===== src/rtl/btn_pkg.sv =====
// -----------------------------------------------------------------------------
// btn_pkg
// Shared types and helpers for the push-button conditioning path.
//   btn_state_t : per-button debounce FSM state
//   cnt_width() : width of the per-button stability counter
// -----------------------------------------------------------------------------
package btn_pkg;

  // Bit 1 of the encoding equals the debounced level.
  typedef enum logic [1:0] {
    IDLE         = 2'b00,
    PRESS_WAIT   = 2'b01,
    HELD         = 2'b10,
    RELEASE_WAIT = 2'b11
  } btn_state_t;

  // The counter only has to reach cycles-1, so $clog2(cycles) bits suffice.
  // It is clamped to one bit so a degenerate parameter still elaborates.
  function automatic int cnt_width(input int cycles);
    return (cycles <= 2) ? 1 : $clog2(cycles);
  endfunction

endpackage


===== src/rtl/debounce_bit.sv =====
// -----------------------------------------------------------------------------
// debounce_bit
// One button lane: two-flop synchroniser, debounce FSM with stability counter,
// and registered press/release pulse generation.
// Ports:
//   clk       in  system clock
//   rst       in  synchronous active-high reset
//   btn_i     in  raw asynchronous button input (1 = pressed)
//   level_o   out debounced level
//   press_o   out one-cycle pulse on an accepted press
//   release_o out one-cycle pulse on an accepted release
// -----------------------------------------------------------------------------
module debounce_bit
  import btn_pkg::*;
#(
  parameter int DEBOUNCE_CYCLES = 1_000_000
) (
  input  logic clk,
  input  logic rst,
  input  logic btn_i,
  output logic level_o,
  output logic press_o,
  output logic release_o
);

  localparam int              CNT_W    = cnt_width(DEBOUNCE_CYCLES);
  localparam logic [CNT_W-1:0] CNT_LAST = CNT_W'(DEBOUNCE_CYCLES - 1);
  localparam logic [CNT_W-1:0] CNT_ONE  = CNT_W'(1);

  logic [1:0]       sync_q;
  logic             s;
  btn_state_t       state_q, state_d;
  logic [CNT_W-1:0] cnt_q, cnt_d;
  logic             level_q, level_d;
  logic             press_q, press_d;
  logic             release_q, release_d;

  // Only the second synchroniser flop is safe to use in logic.
  assign s = sync_q[1];

  // The counter holds how many consecutive samples have disagreed with the
  // accepted level; it is cleared on every state change so it never wraps.
  always_comb begin
    // NOTE: every output of this block gets a default first so no path
    // through the case statement leaves a variable unassigned (no latch).
    state_d   = state_q;
    cnt_d     = cnt_q;
    press_d   = 1'b0;
    release_d = 1'b0;

    case (state_q)
      IDLE: begin
        if (s) begin
          state_d = PRESS_WAIT;
          cnt_d   = CNT_ONE;
        end
      end
      PRESS_WAIT: begin
        if (!s) begin
          state_d = IDLE;
          cnt_d   = '0;
        end else if (cnt_q == CNT_LAST) begin
          state_d = HELD;
          cnt_d   = '0;
          press_d = 1'b1;
        end else begin
          cnt_d = cnt_q + CNT_ONE;
        end
      end
      HELD: begin
        if (!s) begin
          state_d = RELEASE_WAIT;
          cnt_d   = CNT_ONE;
        end
      end
      RELEASE_WAIT: begin
        if (s) begin
          state_d = HELD;
          cnt_d   = '0;
        end else if (cnt_q == CNT_LAST) begin
          state_d   = IDLE;
          cnt_d     = '0;
          release_d = 1'b1;
        end else begin
          cnt_d = cnt_q + CNT_ONE;
        end
      end
      default: begin
        state_d = IDLE;
        cnt_d   = '0;
      end
    endcase

    // Level is derived from the next state so it moves in the same cycle as
    // the press/release pulse.
    level_d = (state_d == HELD) || (state_d == RELEASE_WAIT);
  end

  always_ff @(posedge clk) begin
    // NOTE: state is updated with non-blocking assignments so every flop
    // samples pre-edge values, whatever order the statements are written in.
    if (rst) begin
      sync_q    <= '0;
      state_q   <= IDLE;
      cnt_q     <= '0;
      level_q   <= 1'b0;
      press_q   <= 1'b0;
      release_q <= 1'b0;
    end else begin
      sync_q    <= {sync_q[0], btn_i};
      state_q   <= state_d;
      cnt_q     <= cnt_d;
      level_q   <= level_d;
      press_q   <= press_d;
      release_q <= release_d;
    end
  end

  assign level_o   = level_q;
  assign press_o   = press_q;
  assign release_o = release_q;

endmodule


===== src/rtl/btn_conditioner.sv =====
// -----------------------------------------------------------------------------
// btn_conditioner
// Conditions N_BTN raw push buttons into clean levels plus single-cycle press
// and release pulses. Lanes are fully independent; simultaneous transitions on
// several buttons pulse in the same cycle.
// Ports:
//   clk         in  system clock
//   rst         in  synchronous active-high reset
//   btn_in      in  [N_BTN] raw asynchronous button inputs (1 = pressed)
//   btn_level   out [N_BTN] debounced button state
//   btn_press   out [N_BTN] one-cycle pulse per accepted press
//   btn_release out [N_BTN] one-cycle pulse per accepted release
// -----------------------------------------------------------------------------
module btn_conditioner
  import btn_pkg::*;
#(
  parameter int N_BTN           = 2,
  parameter int DEBOUNCE_CYCLES = 1_000_000
) (
  input  logic             clk,
  input  logic             rst,
  input  logic [N_BTN-1:0] btn_in,
  output logic [N_BTN-1:0] btn_level,
  output logic [N_BTN-1:0] btn_press,
  output logic [N_BTN-1:0] btn_release
);

  for (genvar i = 0; i < N_BTN; i++) begin : g_bit
    debounce_bit #(
      .DEBOUNCE_CYCLES(DEBOUNCE_CYCLES)
    ) u_bit (
      .clk      (clk),
      .rst      (rst),
      .btn_i    (btn_in[i]),
      .level_o  (btn_level[i]),
      .press_o  (btn_press[i]),
      .release_o(btn_release[i])
    );
  end

endmodule


===== config.mk =====
export PLATFORM = sky130hd
export DESIGN_NAME = btn_conditioner
export DESIGN_NICKNAME = d
export VERILOG_FILES = /design/src/rtl/btn_pkg.sv /design/src/rtl/debounce_bit.sv /design/src/rtl/btn_conditioner.sv
export SDC_FILE = /design/constraint.sdc
export NUM_CORES = 1
export LEC_CHECK = 0
export CAP_MARGIN = 10
export CORE_AREA = 2 2 69 71
export DETAILED_ROUTE_END_ITERATION = 12
export DIE_AREA = 0 0 71 73
export DONT_BUFFER_PORTS = 1
export PLACE_DENSITY = 0.75
export SLEW_MARGIN = 20
export SYNTH_ARGS = -nofsm -noshare
export SYNTH_HDL_FRONTEND = slang
export SYNTH_SLANG_ARGS = --single-unit

===== constraint.sdc =====
create_clock -name clk -period 4.3 [get_ports clk]
set_clock_uncertainty 0.05 [all_clocks]
set_input_delay 0.43 -clock clk [delete_from_list [all_inputs] [get_ports clk]]
set_output_delay 0.43 -clock clk [all_outputs]
set_load 0.005 [all_outputs]

==> reports/results.ini <==
[floorplanning]
core_um2=4540
dieArea_um2=5180
io_pins=10
initial_core_util_pct=57.5
die_w_um=71
die_h_um=73
fp-row-count=25

[worst_setup_path]
crit_type=reg -> reg
crit_arrival_ns=2.40
critical-path-top-delay-family=simple AND/OR/NAND/NOR gates
slowest_stage=nor4_2
rr_endpoint=g_bit[1].u_bit.cnt_q[16]
cp_data_required_time_ns=4.44
critPathBufInv=0
reg2reg_from=g_bit[1].u_bit.cnt_q[0]
ff2ff_setup_slack_ns=2.04
crit_fanout=8
reg2reg_depth=6
end_kind=flop
max_stage_delay_ns=0.50
cp-start-kind=flop
worstPathCellList=ha_1 -> nand3_1 -> nor4_2 -> a21oi_1 -> o21bai_1 -> nor2_1

[power_and_ir_drop]
pwr_density_cell_nw_per_um2=323
p_comb_share_pct=2.5
p_leak_nw=0.853
seq_power_share_pct=58.5
vdd_drop_max_mv=0.220
switching_share_pct=21.0
internal_power_mw=0.684
power.switching_mw=0.182
clkPwrFrac_pct=39.0

[timing]
slew_viol_final=0
slew_headroom_pct=51.1
hold_viol=0
rsz0062_at_grt=no
fmax_ghz=0.442
setup_ws_ns=2.04
fin_crit_sh_pct=52.6
setup_tns_ns=0
fin_crit_ns=2.26
tightest_slew_ns=0.732
setup_viol=0

[finish]
finalNonFillerCells=348
layout-drive-gt1-share_pct=5.78
antenna_cells=0
fin_nets=299
area_growth_pct=2.88
finalInstanceArea_um2=2690

[min_path]
min_from=rst
holdCritPathClass=in -> reg
hold_depth=1
hold_end=g_bit[0].u_bit.state_q[1]

[logic_synthesis]
ys_seq_area_share_pct=41.4
syn_nets=311
synthesis.area_um2=2610
netlist_instances=305
ys.warnings.count=0
ys_async_sr_fraction_pct=0
synth_ff_type=dfxtp_1
synth_edf_count=0
ys_seq_elements=54
synthDistinctLibCells=50
avgSynthCellArea_um2=8.56

[route]
drc=0
top_layer_used=met4
via_per_inst=5.92
post_drt_wl_per_cell_um=14.1
num_vias=2060
wl_met3_um=206
first_iter_violations=175
ant_nets=0
met2WireLength_mm=2.29
wl_met1_mm=2.30
wirelength_mm=4.92
first_pass_iters=5

[cts]
cts_post_setup_buffers_inserted=0
clk_pin_slew_ns=0.09
clkLatencyLatePin_ns=0.32
cts_buffer_depth=2
holdBufCountCts=0
cts_buffers=5
cts_sinks=54
post_cts_resized=0
tritoncts=built
cts.htree.levels=2
cts-root-buf=clkbuf_8

[global_routing]
grt_max_degree=27
grt_pass1_vias=1818
grt_overflow=0
grt_usage_pct=19.6
antenna_found_initial=0
grt_pass1_wl_mm=8.02

[placement]
gp_congestion=0.870
placed_area_um2=2570
placed_cells=340
port_buffers=0
hpwl_mm=3.45
pre_cts_ws_ns=1.87

[status]
run_status=finished, final reports clean

[job]
maxCapViolCount=0

cell usage after synthesis (6+ instances only):
cell,count,share of area [%]
a21oi_1,13,2.5
a31oi_1,9,2.2
and3_1,8,1.9
buf_4,7,2.0
clkbuf_1,7,1.0
dfxtp_1,54,41
inv_1,6,0.86
nand2_1,20,2.9
nand3_1,15,2.9
nand4_1,8,1.9
nor2_1,46,6.6
nor3_1,11,2.1
nor4b_1,7,2.3
o21ai_0,9,1.7
xnor2_1,17,5.7
how the worst max path moves through the flow:
stage / from / endpoint / slack [ns] / cells after the start
after floorplan: g_bit[1].u_bit.cnt_q[0] / g_bit[1].u_bit.cnt_q[7] / 2.41 / 8
after global placement: g_bit[1].u_bit.cnt_q[0] / g_bit[1].u_bit.cnt_q[6] / 1.98 / 6
after detailed placement: g_bit[1].u_bit.cnt_q[0] / g_bit[1].u_bit.cnt_q[11] / 1.87 / 6
after CTS: g_bit[1].u_bit.cnt_q[0] / g_bit[1].u_bit.cnt_q[11] / 1.86 / 6
after global routing: g_bit[1].u_bit.cnt_q[0] / g_bit[1].u_bit.cnt_q[12] / 1.83 / 6
final: g_bit[1].u_bit.cnt_q[0] / g_bit[1].u_bit.cnt_q[16] / 2.04 / 6
stage by stage:
step	hold slack [ns]	power (mW)	util, %
CTS	0.130	0.870	59.0
finish	0.136	0.866	59.2
global route	0.113	0.897	59.2
global placement	0.373	0.539	56.6
floorplan	0.364	0.539	-
detailed placement	0.380	0.540	56.6
power by group through the flow:
stage,logic (mW),registers [mW],clock network (mW)
finish,0.0214,0.507,0.338
detailed placement,0.0214,0.518,0
floorplan,0.0218,0.517,0
CTS,0.0215,0.507,0.342
global placement,0.0214,0.518,0
global route,0.0239,0.507,0.366
sequential cells by signal, indices dropped and copies added, names as in the netlist:
name and flops:
g_bit.u_bit.press_o 2, g_bit.u_bit.sync_q 4, g_bit.u_bit.level_o 2, g_bit.u_bit.cnt_q 40
g_bit.u_bit.state_q 4, g_bit.u_bit.release_o 2
kinds of logic (layout without fill, tap and decap cells):
family	Yosys count	count (layout)	synth area share, %
AOI/OAI and AO/OA	45	45	11.0
DFF	54	54	41.4
and+or+nand+nor	154	154	32.6
adders and majority gates	2	2	0.959
xor gates and xnor gates	23	23	8.01
muxes	2	2	0.767
buffers and inverters	25	14	5.27
cell type report:
cell class	instances	area (um2)
multi-input cells	226	1400
inverters	6	22.5
well taps	54	67.6
flip-flops and latches	54	1080
clock buffers	6	72.6
fillers	388	1850
clock inverters	2	37.5
layer usage:
metal	up-vias	global-route usage [%]
met5	-	0
met4	0	10.3
met3	9	5.80
met2	52	31.3
met1	936	23.9
li1	1063	-
cell usage in the layout (no fill, tap or decap), types with 3 or more instances in the layout:
cell,count
dfxtp_1,54
nand2_1,20
o21ai_0,9
inv_1,6
nor3b_1,3
and4_1,4
nand4_1,8
nor2_1,46
nand3_1,15
and3_1,8
a31oi_1,9
a21oi_1,13
nor4_1,5
or4b_1,3
nor4b_1,7
nor3_1,11
or3_1,4
nand2b_1,3
xnor2_1,17
xor2_1,5
clkbuf_8,5
nor2b_1,4
(Power assumes the default switching activity.)
